**config.mk**
```make
export PLATFORM = sky130hd
export DESIGN_NAME = wb_regfile
export DESIGN_NICKNAME = d
export VERILOG_FILES = /design/src/rtl/pipeline_pkg.sv /design/src/rtl/wb_writeback_mux.sv /design/src/rtl/wb_regfile.sv
export SDC_FILE = /design/constraint.sdc
export NUM_CORES = 2
export LEC_CHECK = 0
export ABC_CLOCK_PERIOD_IN_PS = 3200
export CAP_MARGIN = 10
export CORE_ASPECT_RATIO = 1.25
export CORE_MARGIN = 4
export CORE_UTILIZATION = 45
export CTS_CLUSTER_DIAMETER = 40
export CTS_CLUSTER_SIZE = 12
export DETAILED_ROUTE_END_ITERATION = 6
export PLACE_DENSITY = 0.61
export REMOVE_ABC_BUFFERS = 1
export SLEW_MARGIN = 10
export SYNTH_ARGS = -nofsm -noshare
export SYNTH_HDL_FRONTEND = slang
export SYNTH_SLANG_ARGS = --single-unit
```
**constraint.sdc**
```tcl
create_clock -name clk -period 3.2 [get_ports clk]
set_input_delay 0.48 -clock clk [delete_from_list [all_inputs] [get_ports clk]]
set_output_delay 0.48 -clock clk [all_outputs]
set_load 0.1 [all_outputs]
```
**src/rtl/pipeline_pkg.sv**
```systemverilog
// rtl/pipeline_pkg.sv - shared pipeline constants for the MEM/WB, write-back and forwarding logic
package pipeline_pkg;

  localparam int DATA_W = 32;
  localparam int ADDR_W = 5;

  // Bit positions inside the 2-bit WB control flag
  localparam int WB_FLAG_MEMTOREG = 1;
  localparam int WB_FLAG_REGWRITE = 0;

  localparam int REG_ZERO = 0;

endpackage

```
**src/rtl/wb_writeback_mux.sv**
```systemverilog
// rtl/wb_writeback_mux.sv - MemtoReg select between load data and ALU result
module wb_writeback_mux
  import pipeline_pkg::*;
#(
  parameter int DW = DATA_W
) (
  input  logic          mem_to_reg,
  input  logic [DW-1:0] read_data_mem,
  input  logic [DW-1:0] alu_result,
  output logic [DW-1:0] write_data
);

  always_comb begin
    write_data = mem_to_reg ? read_data_mem : alu_result;
  end

endmodule

```
**src/rtl/wb_regfile.sv**
```systemverilog
// rtl/wb_regfile.sv - write-back stage and 2-read/1-write register file with write-through bypass
module wb_regfile
  import pipeline_pkg::*;
#(
  parameter int DATA_W = pipeline_pkg::DATA_W,
  parameter int ADDR_W = pipeline_pkg::ADDR_W
) (
  input  logic              clk,
  input  logic              rst,
  input  logic [1:0]        WB_Flag,
  input  logic [DATA_W-1:0] WB_ReadDataMem,
  input  logic [DATA_W-1:0] WB_ALUResult,
  input  logic [ADDR_W-1:0] WB_WriteReg,
  input  logic [ADDR_W-1:0] ID_ReadReg1,
  input  logic [ADDR_W-1:0] ID_ReadReg2,
  output logic [DATA_W-1:0] ID_ReadData1,
  output logic [DATA_W-1:0] ID_ReadData2,
  output logic [DATA_W-1:0] WB_WriteData
);

  localparam int NREGS = 1 << ADDR_W;
  localparam logic [ADDR_W-1:0] ZERO_IDX = ADDR_W'(REG_ZERO);

  logic [DATA_W-1:0] regs_q [NREGS];
  logic [DATA_W-1:0] regs_d [NREGS];
  logic              wr_en;

  wb_writeback_mux #(.DW(DATA_W)) u_wb_mux (
    .mem_to_reg    (WB_Flag[WB_FLAG_MEMTOREG]),
    .read_data_mem (WB_ReadDataMem),
    .alu_result    (WB_ALUResult),
    .write_data    (WB_WriteData)
  );

  // Same qualifier gates both the commit and the bypass so they can never disagree
  always_comb begin
    wr_en = WB_Flag[WB_FLAG_REGWRITE] && !rst && (WB_WriteReg != ZERO_IDX);
  end

  always_comb begin
    regs_d = regs_q;
    if (wr_en) begin
      regs_d[WB_WriteReg] = WB_WriteData;
    end
  end

  always_ff @(posedge clk) begin
    for (int i = 0; i < NREGS; i++) begin
      regs_q[i] <= rst ? '0 : regs_d[i];
    end
  end

  always_comb begin
    ID_ReadData1 = '0;
    if (!rst && ID_ReadReg1 != ZERO_IDX) begin
      ID_ReadData1 = (wr_en && WB_WriteReg == ID_ReadReg1) ? WB_WriteData : regs_q[ID_ReadReg1];
    end
  end

  always_comb begin
    ID_ReadData2 = '0;
    if (!rst && ID_ReadReg2 != ZERO_IDX) begin
      ID_ReadData2 = (wr_en && WB_WriteReg == ID_ReadReg2) ? WB_WriteData : regs_q[ID_ReadReg2];
    end
  end

endmodule

```
### After elaboration in Yosys (flattened, before gate mapping)

Cells that the tools add are included.

* register bits after elaboration: 1024
* bits of input ports: 83
* output and inout bits: 96
* logic and storage cells: 66

* magnitude comparators: 4
* eq/ne operators: 2
* mux-type cells: 14
* bitwise logic cells: 3
* reduce and logical (&&, ||, !) cells: 11

Operators by type and width (number)
* 1024-bit bitwise mux: 1
* 32-bit binary-select mux with 5-bit select: 2
* 32-bit two-way mux: 10
* 32-bit demux with 5-bit select: 1
* 6-bit greater-or-equal comparator (second input constant): 3
* 5-bit inverter with 6-bit output: 3
* 5-bit nonzero test: 3
* 5-bit == test: 2
* 1-bit logical AND: 7
* 6-bit by 1-bit < comparator with 1-bit output (second input constant): 1
* 1-bit zero test: 1

### Depth between registers and ports, before layout

* depth after elaboration: 6
* gate-level depth with buffers: 9
* depth with buffers taken out: 5

### Hierarchy

From an unflattened synthesis, not the netlist that was laid out.

* cells, all modules: 6134
* area, all modules: 53236.1 um^2

Modules (own cells, without submodules)
* wb_regfile: instances 1, cells an instance 6098, area an instance 52691.8 um^2, sequential area each 20499.7 um^2
* wb_writeback_mux: instances 1, cells an instance 36, area an instance 544.3 um^2, sequential area each 0.0 um^2

### Worst setup path after synthesis

OpenSTA, ideal clock, no wires.

* path kind: input port to output port
* from: input WB_WriteReg[2]
* to: output ID_ReadData2[30]
* data arrival time: 2.775 ns
* required time: 2.720 ns
* path slack: -0.055 ns
* cell stages on the path: 8
* path buffers: 3
* cells stage by stage: buf_4 -> or3_1 -> buf_2 -> o31ai_4 -> nor3_1 -> nor4_4 -> buf_6 -> a221o_1

* cells in the longest elaborated chain, start to end: 5
* elaborated cells on any way between the ends: 6
* classes of those cells: eq/ne (1); mux (2); reduce/logical (3)

RTL lines
* start: declaration: RTL line wb_regfile.sv:13 `input logic [ADDR_W-1:0] WB_WriteReg,`
* 5-bit nonzero test: RTL line wb_regfile.sv:37 `wr_en = WB_Flag[WB_FLAG_REGWRITE] && !rst && (WB_WriteReg != ZERO_IDX);`
* 1-bit logical AND: RTL line wb_regfile.sv:37
* 1-bit logical AND (*): RTL line wb_regfile.sv:63 `ID_ReadData2 = (wr_en && WB_WriteReg == ID_ReadReg2) ? WB_WriteData : regs_q[ID_ReadReg2];`
* 32-bit two-way mux (*): RTL line wb_regfile.sv:63
* 32-bit two-way mux (*): RTL line wb_regfile.sv:62 `if (!rst && ID_ReadReg2 != ZERO_IDX) begin`
* end: declaration: RTL line wb_regfile.sv:17 `output logic [DATA_W-1:0] ID_ReadData2,`

Every way passes the cells marked *; elsewhere a longest branch is shown, timed or not.

### Worst setup path after layout

* from: input WB_WriteReg[4]
* to: output ID_ReadData1[6]

* cells in the longest elaborated chain, start to end: 5
* elaborated cells on any way between the ends: 6
* classes of those cells: eq/ne (1); mux (2); reduce/logical (3)

RTL lines
* 5-bit nonzero test: RTL line wb_regfile.sv:37
* 1-bit logical AND: RTL line wb_regfile.sv:37
* 1-bit logical AND (*): RTL line wb_regfile.sv:56 `ID_ReadData1 = (wr_en && WB_WriteReg == ID_ReadReg1) ? WB_WriteData : regs_q[ID_ReadReg1];`
* 32-bit two-way mux (*): RTL line wb_regfile.sv:56
* 32-bit two-way mux (*): RTL line wb_regfile.sv:55 `if (!rst && ID_ReadReg1 != ZERO_IDX) begin`
* end: declaration: RTL line wb_regfile.sv:16 `output logic [DATA_W-1:0] ID_ReadData1,`

Marks and branches as above.

==> flow_summary.toml <==
[outcome]
status = "finished, final reports clean"

[worst_setup_path]
r2r_slack_ns = 2.39
path_class = "input pin to output port"
reg2reg_from = "regs_q[510]"
arrival_ns = 2.69
r2r.worst_path.cells = 2
cp_max_fo = 9
cp.required_ns = 2.72
cp-start-kind = "input pin"
r2r_end = "regs_q[510]"
end_kind = "output port"

[route]
dr.pass1.iters = 5
routed_wl_mm = 179
via_count = 43177
drc = 0
drt_first_iter_violations = 4432
ant_nets = 0
wire_per_inst_um = 26.4
viasPerCell = 6.37

[logic_synthesis]
ys_async_sr_fraction_pct = 0
post-synth-top-count-cell = "a211oi_1"
synth_top_area_share_pct = 39.8
synth_flop_cell = "dfxtp_1"
synth_edf_count = 0
synth_commonest_cells = "1088 x a211oi_1, 1042 x nor2_1, 1024 x dfxtp_1"
yosysUniqueCellTypes = 33
seq_area_frac_synth_pct = 39.8
netlist_instances = 5090
yosysWarnings = 0
yosys.area.top_type = "dfxtp_1"
yosys-top-cells-area = "dfxtp_1 40%, mux4_2 17%, a211oi_1 16%, nor2_1 7.6%, mux2i_1 6.8%"
synth_area_per_cell_um2 = 10.1
ys_seq_elements = 1024
syn-cell-area_um2 = 51500

[clocking]
clk_path_buf_depth = 3
clock_sinks = 1024
cts_buffers = 139
cts_max_level = 4
clk_pin_slew_ns = 0.05
cts_tree = "done"
cts-root-buf = "clkbuf_16"
clk_latency_ns = 0.75
cts_hold_buffers = 0

[cells_and_area]
top_register = "regs_q"
largest_reg_flops = 1024
largestRegisters = "regs_q (1024)"
stdcell_area_um2 = 63900
fin_nets = 5285
syn2layout_area_growth_pct = 24.1
final_cells = 6783
antenna-diode-count = 0
drive_gt1_share_pct = 23.7

[power_and_ir_drop]
power.density_nw_per_um2 = 523
p_total_mw = 33.4
p_leak_nw = 21.1
ir_worst_vdd_mv = 0.463

[sta]
hold_violations = 0
fin_skew_ns = 0
drv_slew = 0
fmax_mhz = 315
tightest_slew_ns = 1.18
timing.final.crit_period_ns = 3.17
holdWs_ns = 0.414
relSlewSlack_pct = 21.1
min_period_over_period_pct = 99.1
tns_ns = 0
setup_violations = 0

[placement]
port_buffers = 178
place_area_um2 = 58500
gp_congestion = 0.859
dp_hpwl_mm = 114
dp_cells = 6519

[min_path]
hold_path.class = "input pin to register"
hold_path_startpoint = "rst"
holdPathEnd = "regs_q[1011]"
hold_depth = 3

[global_route]
track_usage_pct = 29.0
grt_pass1_vias = 42068
grt_overflow = 0
grt_antenna_before_repair = 2
grt_max_degree = 215
grt_pass1_wl_mm = 267

[floorplan]
core_region_area_um2 = 113000
floorplan.initialDensity_pct = 45.4
die-width_um = 311
ios = 179
row_count = 138
fp.dieArea_um2 = 120000
die_h_um = 386

[job]
cap_violations = 0
cell type report:
| type | count | area [um2] |
|---|---|---|
| timing repair buffer | 597 | 7540 |
| clock inverter | 76 | 1030 |
| fill | 9553 | 49500 |
| clock buffer | 176 | 3890 |
| inverter | 35 | 131 |
| sequential | 1024 | 20500 |
| multi-input combinational | 3405 | 29000 |
| tap | 1470 | 1840 |
power by group:
group,internal [mW],switching [mW]
combinational,1.48,2.61
clock,10.1,6.34
sequential,12.8,0.0642
total,24.4,9.01
logic make-up after synthesis:
logic type / count (synthesis) / synth area share (%)
xor+xnor: 10 / 0.170
mux: 736 / 23.6
compound gates: 1476 / 21.7
buf+inv: 661 / 5.31
simple gates: 1183 / 9.33
flops: 1024 / 39.8
stage by stage:
stage | util (%) | setup WS (ns)
final | 56.3 | 0.0291
after global routing | 56.3 | -0.00500
after floorplan | - | -1.57
after detailed placement | 51.6 | -0.356
after CTS | 56.0 | -0.0401
after global placement | 51.6 | -0.360
placed cells by master, fill, tap and decap left out, types with 11 or more instances in the layout:
cell type and instances:
a211oi_1 1077, a211oi_2 11, a21oi_1 61, a221o_1 64, a221oi_1 121, a22oi_1 64, buf_12 214, buf_4 287
buf_6 14, bufinv_16 16, clkbuf_1 14, clkbuf_16 146, clkbuf_8 19, clkdlybuf4s50_1 65, clkinv_2 11, clkinv_4 13
dfxtp_1 1024, inv_1 33, inv_6 16, mux2i_1 320, mux2i_2 17, mux2i_4 15, mux4_2 384, nor2_1 1026
nor2_4 33, nor2b_1 97, o21ai_0 30, o21bai_1 32
worst max-delay path by stage:
stage | cells after the start | slack [ns] | endpoint | from
finish | 12 | 0.03 | ID_ReadData1[6] | WB_WriteReg[4]
detailed placement | 8 | -0.36 | ID_ReadData1[12] | WB_WriteReg[2]
global route | 12 | -0.005 | ID_ReadData1[6] | WB_WriteReg[4]
floorplan | 4 | -1.57 | ID_ReadData1[0] | WB_WriteReg[2]
CTS | 11 | -0.04 | ID_ReadData1[12] | WB_WriteReg[1]
global placement | 8 | -0.36 | ID_ReadData1[12] | WB_WriteReg[4]
worst max-delay path, stage by stage:
cell and delay (ns):
dlygate4sd2_1 0.30, buf_6 0.17, xnor2_2 0.18, nand3_2 0.11
buf_4 0.16, o31ai_4 0.31, buf_12 0.18, buf_12 0.13
buf_4 0.11, a211oi_1 0.04, a221o_1 0.32, buf_12 0.18
timing repair:
action,CTS,global route
gates cloned,0,3
buffers inserted,2,7
endpoints found under the setup margin,64,64
gates resized for setup,16,50
pin swaps,2,10
layer usage:
layer,GRT usage (%),vias to the layer above,wire [um]
met5,0,-,0
met2,48.6,1709,86900
met1,37.8,21355,73600
met3,4.30,370,11200
li1,-,19743,-
met4,12.1,0,7480
Note: power is estimated with default switching activity, not from simulation.
